<file path="src/rtl/uart_echo_responder.sv">
// UART echo responder: buffers error-free received bytes in a small FIFO
// and replays them to the transmitter one frame at a time, in arrival order.
module uart_echo_responder #(
  parameter int DEPTH = 4
) (
  input  logic                   clock,
  input  logic                   rst,
  input  logic                   rx_done_flag,
  input  logic [7:0]             rx_data,
  input  logic [2:0]             rx_error,
  input  logic                   tx_active_flag,
  input  logic                   tx_done_flag,
  output logic                   send,
  output logic [7:0]             tx_data,
  output logic [$clog2(DEPTH):0] fifo_level,
  output logic [7:0]             err_count,
  output logic [7:0]             drop_count,
  output logic                   busy
);

  localparam int AW = $clog2(DEPTH);
  localparam logic [AW:0] FULL_LEVEL = (AW + 1)'(DEPTH);

  typedef enum logic [1:0] {
    IDLE,
    SEND,
    WAIT_DONE
  } state_t;

  state_t        state_q;
  state_t        state_d;
  logic          rx_done_q;
  logic          tx_done_q;
  logic          rx_evt;
  logic          tx_evt;
  logic          rx_good;
  logic          full;
  logic          empty;
  logic          pop;
  logic          push;
  logic [AW-1:0] wr_ptr;
  logic [AW-1:0] rd_ptr;
  logic [7:0]    mem [DEPTH];

  assign rx_evt  = rx_done_flag & ~rx_done_q;
  assign tx_evt  = tx_done_flag & ~tx_done_q;
  assign rx_good = rx_evt & (rx_error == 3'b000);
  assign full    = (fifo_level == FULL_LEVEL);
  assign empty   = (fifo_level == '0);
  // A pop in the same cycle frees the head slot, so a push at full is legal then.
  assign push    = rx_good & (~full | pop);
  assign busy    = ~empty | (state_q != IDLE);

  // Next-state logic and FIFO pop decision for the transmit handshake.
  always_comb begin
    state_d = state_q;
    pop     = 1'b0;
    case (state_q)
      IDLE: begin
        if (!empty && !tx_active_flag) begin
          pop     = 1'b1;
          state_d = SEND;
        end
      end
      SEND: begin
        if (tx_active_flag) state_d = WAIT_DONE;
      end
      WAIT_DONE: begin
        if (tx_evt) state_d = IDLE;
      end
      default: state_d = IDLE;
    endcase
  end

  // FIFO storage; contents need no reset since level/pointers qualify them.
  always_ff @(posedge clock) begin
    if (push) mem[wr_ptr] <= rx_data;
  end

  // State register, edge detectors, registered transmit outputs and FIFO bookkeeping.
  always_ff @(posedge clock) begin
    if (rst) begin
      state_q    <= IDLE;
      rx_done_q  <= 1'b0;
      tx_done_q  <= 1'b0;
      send       <= 1'b0;
      tx_data    <= 8'h00;
      wr_ptr     <= '0;
      rd_ptr     <= '0;
      fifo_level <= '0;
    end else begin
      state_q   <= state_d;
      rx_done_q <= rx_done_flag;
      tx_done_q <= tx_done_flag;
      send      <= (state_d == SEND);
      if (pop) begin
        tx_data <= mem[rd_ptr];
        rd_ptr  <= rd_ptr + 1'b1;
      end
      if (push) wr_ptr <= wr_ptr + 1'b1;
      case ({push, pop})
        2'b10:   fifo_level <= fifo_level + 1'b1;
        2'b01:   fifo_level <= fifo_level - 1'b1;
        default: fifo_level <= fifo_level;
      endcase
    end
  end

  // Saturating counters for errored receptions and overflow drops.
  always_ff @(posedge clock) begin
    if (rst) begin
      err_count  <= '0;
      drop_count <= '0;
    end else begin
      if (rx_evt && (rx_error != 3'b000) && (err_count != 8'hFF))
        err_count <= err_count + 8'd1;
      if (rx_good && !push && (drop_count != 8'hFF))
        drop_count <= drop_count + 8'd1;
    end
  end

endmodule
</file>
<file path="config.mk">
export PLATFORM = sky130hd
export DESIGN_NAME = uart_echo_responder
export DESIGN_NICKNAME = d
export VERILOG_FILES = /design/src/rtl/uart_echo_responder.sv
export SDC_FILE = /design/constraint.sdc
export NUM_CORES = 1
export LEC_CHECK = 0
export ABC_CLOCK_PERIOD_IN_PS = 7160
export CAP_MARGIN = 20
export CORE_MARGIN = 5
export CORE_UTILIZATION = 57
export CTS_CLUSTER_SIZE = 24
export DETAILED_ROUTE_END_ITERATION = 16
export PLACE_DENSITY = 0.93
export SLEW_MARGIN = 10
export SYNTH_ARGS = -nofsm -noshare
export SYNTH_HDL_FRONTEND = slang
export SYNTH_SLANG_ARGS = --single-unit
</file>
<file path="constraint.sdc">
create_clock -name clock -period 7.16 [get_ports clock]
set_input_delay 1.432 -clock clock [delete_from_list [all_inputs] [get_ports clock]]
set_output_delay 1.432 -clock clock [all_outputs]
set_load 0.01 [all_outputs]
</file>
==> results_dict.tcl <==
set metrics [dict create \
    status "completed" \
    synth_fa_ha_area_frac 0.0332 \
    clk_latency_ns 0.34 \
    antenna_found_initial 0 \
    die_h_um 80.9 \
    avgSynthCellArea_um2 12.0 \
    synth_xor_area_frac 0.00918 \
    synth.yosys.seq_area_share 0.588 \
    synth_top_family_by_area "simple AND/OR/NAND/NOR gates" \
    synthMuxAreaShare 0.0822 \
    end_kind "flop" \
    cts_root_buffer "clkbuf_8" \
    cts_buffers 9 \
    ios 45 \
    synth_edf_count 32 \
    fin_crit_ns 3.64 \
    combPwrFrac 0.220 \
    vias_per_cell 5.70 \
    tns_ns 0 \
    cpPeakStageDelay_ns 0.48 \
    n_fill_cell 332 \
    powerDensity_nw_per_um2 283 \
    clock_power_share 0.314 \
    cts_hold_buf 0 \
    seq_power_share 0.466 \
    skew_ns 0.0114 \
    fin_crit_sh 0.509 \
    netSwitchingPower_mw 0.285 \
    routedWlPerCell_um 15.9 \
    p_leak_nw 1.15 \
    seqCellArea_um2 1680 \
    first_global_vias 2055 \
    grt_pass1_wl_um 9660 \
    synth_compound_area_frac 0.101 \
    cts_resized 0 \
    clk_pin_slew_ns 0.08 \
    start_util 0.598 \
    mostFrequentLayoutCells "44 x clkdlybuf4s50_1, 36 x dfxtp_1, 32 x edfxtp_1" \
    synthArstFlopShare 0 \
    hold_viol 0 \
    die_w_um 80.9 \
    grt_max_degree 42 \
    path_cells "clkdlybuf4s50_1 > or3_1 > a211oi_1 > inv_1 > fa_1 > inv_1 > a2111oi_0 > a31oi_1 > mux2_1" \
    cts_max_level 3 \
    syn-num-nets 262 \
    grt_util_all_layers 0.198 \
    cts_tree "built" \
    layout_commonest_cell "clkdlybuf4s50_1" \
    critPathMaxFanout 5 \
    synth_cells 239 \
    yosysWarnings 0 \
    worst_pin_slew_ns 0.613 \
    synth_flop_cell "dfxtp_1" \
    dr.first_iter.drc_count 122 \
    placed_cell_area_um2 3350 \
    setup_viol 0 \
    ys_types 42 \
    crit_buf_inv 3 \
    swShare 0.283 \
    drv_cap 0 \
    multi_input_area_um2 1100 \
    dieArea_um2 6540 \
    hold_path_class "reg -> reg" \
    port_buffers 44 \
    drc_errors 0 \
    final_area_um2 3550 \
    arrival_ns 3.87 \
    synthToLayoutAreaGrowth_pct 24.1 \
    path_delay_family "compound AO/OA/AOI/OAI gates" \
    ys_ff_latch 68 \
    postCtsSetupBuffers 0 \
    crit_required_ns 7.39 \
    ir_drop_v 0.000190 \
    criticalPathCategory "in -> reg" \
    synthSimpleGateAreaFrac 0.158 \
    max-slew-margin-rel 0.591 \
    path_common_cell "inv_1" \
    gp_congestion 0.842 \
    n_antenna_cell 0 \
    rows 25 \
    clk_path_buf_depth 2 \
    final_antenna_net_count 0 \
    rsz0062_at_grt "no" \
    wirelength_um 5690 \
    crit_slowest_cell "clkdlybuf4s50_1" \
    drt-pass1-iter-count 5 \
    fin_util 0.742 \
    crit_path_start_kind "primary input" \
    max_freq_mhz 274 \
    dp_hpwl_um 3980 \
    grt-ovfl-total 0 \
    netlist_area_um2 2860 \
    cts.sinks 68 \
    intPower_mw 0.720 \
    finalMaxSlewViolations 0 \
    vias 2042 \
    drive_above_1_share 0.110 \
    fin_nets 309 \
    core_area_um2 4790 \
]
==> routing by layer <==
metal	track usage	vias to the layer above	wire, um
li1	-	999	-
met1	0.228	967	2220
met2	0.348	64	2990
met3	0.0355	12	348
met4	0.106	0	135
met5	0	-	0
==> tightest hold or removal path, delay by kind of cell, from the launching register on <==
kind,cells,cell delay (ns)
and+or+nand+nor,1,0.05
AOI/OAI and AO/OA,1,0.05
DFF,1,0.31
==> layout make-up <==
class / instances / share of cell area
Tap cell: 67 / 0.0236
Inverter: 10 / 0.0106
Clock buffer: 10 / 0.0387
Multi-Input combinational cell: 152 / 0.310
Timing Repair Buffer: 45 / 0.126
Sequential cell: 68 / 0.473
Clock inverter: 6 / 0.0180
==> cell usage after synthesis (2+ instances only) <==
cell,n,share of area
a21oi_1,21,0.037
and2_1,4,0.0087
clkbuf_1,6,0.0079
dfxtp_1,36,0.25
edfxtp_1,32,0.34
ha_1,6,0.026
inv_1,10,0.013
mux2_1,2,0.0079
mux2_2,2,0.0079
mux4_2,8,0.063
nand2_1,22,0.029
nand2b_1,2,0.0044
nand3_1,8,0.014
nand3b_1,2,0.0052
nand4_1,3,0.0066
nor2_1,12,0.016
nor2b_1,5,0.011
nor3_1,5,0.0087
nor4_1,3,0.0066
o21ai_0,5,0.0087
o311ai_0,3,0.0092
o31ai_1,4,0.010
o41ai_1,6,0.018
or3_1,7,0.015
or4_1,7,0.018
xnor2_1,2,0.0061
==> registers in the layout (all words and copies together), names as in the netlist <==
name	cells
mem	32
drop_count	8
err_count	8
tx_data	8
fifo_level	3
rd_ptr	2
state_q	2
wr_ptr	2
rx_done_q	1
send	1
tx_done_q	1
==> power groups by stage <==
stage | clock network (mW) | logic [mW] | registers [mW]
after floorplan | 0 | 0.142 | 0.468
after global placement | 0 | 0.214 | 0.477
after detailed placement | 0 | 0.222 | 0.478
after CTS | 0.319 | 0.223 | 0.470
after global routing | 0.342 | 0.241 | 0.476
final | 0.315 | 0.221 | 0.468
==> kinds of logic after synthesis <==
family,Yosys count
buffers and inverters,19
and+or+nand+nor,85
muxes,13
xor gates and xnor gates,3
AOI/OAI and AO/OA,44
DFF,68
adders and majority gates,7
==> worst paths after layout <==
path              slack (ns)            end            from  cells after the start
hold reg to reg         0.46     tx_data[6]      tx_data[6]                      2
setup / recovery        3.52  fifo_level[2]  tx_active_flag                      9
hold / removal          0.46     tx_data[6]      tx_data[6]                      2
setup reg to reg        4.68  fifo_level[2]      state_q[1]                      8
==> per-stage QoR <==
step | power, mW | hold WS (ns) | worst slack, ns | instances
finish | 1.00 | 0.464 | 3.52 | 358
detailed placement | 0.700 | 0.455 | 3.17 | 342
global route | 1.06 | 0.478 | 3.42 | 358
floorplan | 0.610 | 0.481 | 3.82 | 239
CTS | 1.01 | 0.466 | 3.54 | 358
global placement | 0.691 | 0.447 | 3.28 | 342
Note: power is estimated with default switching activity, not from simulation.
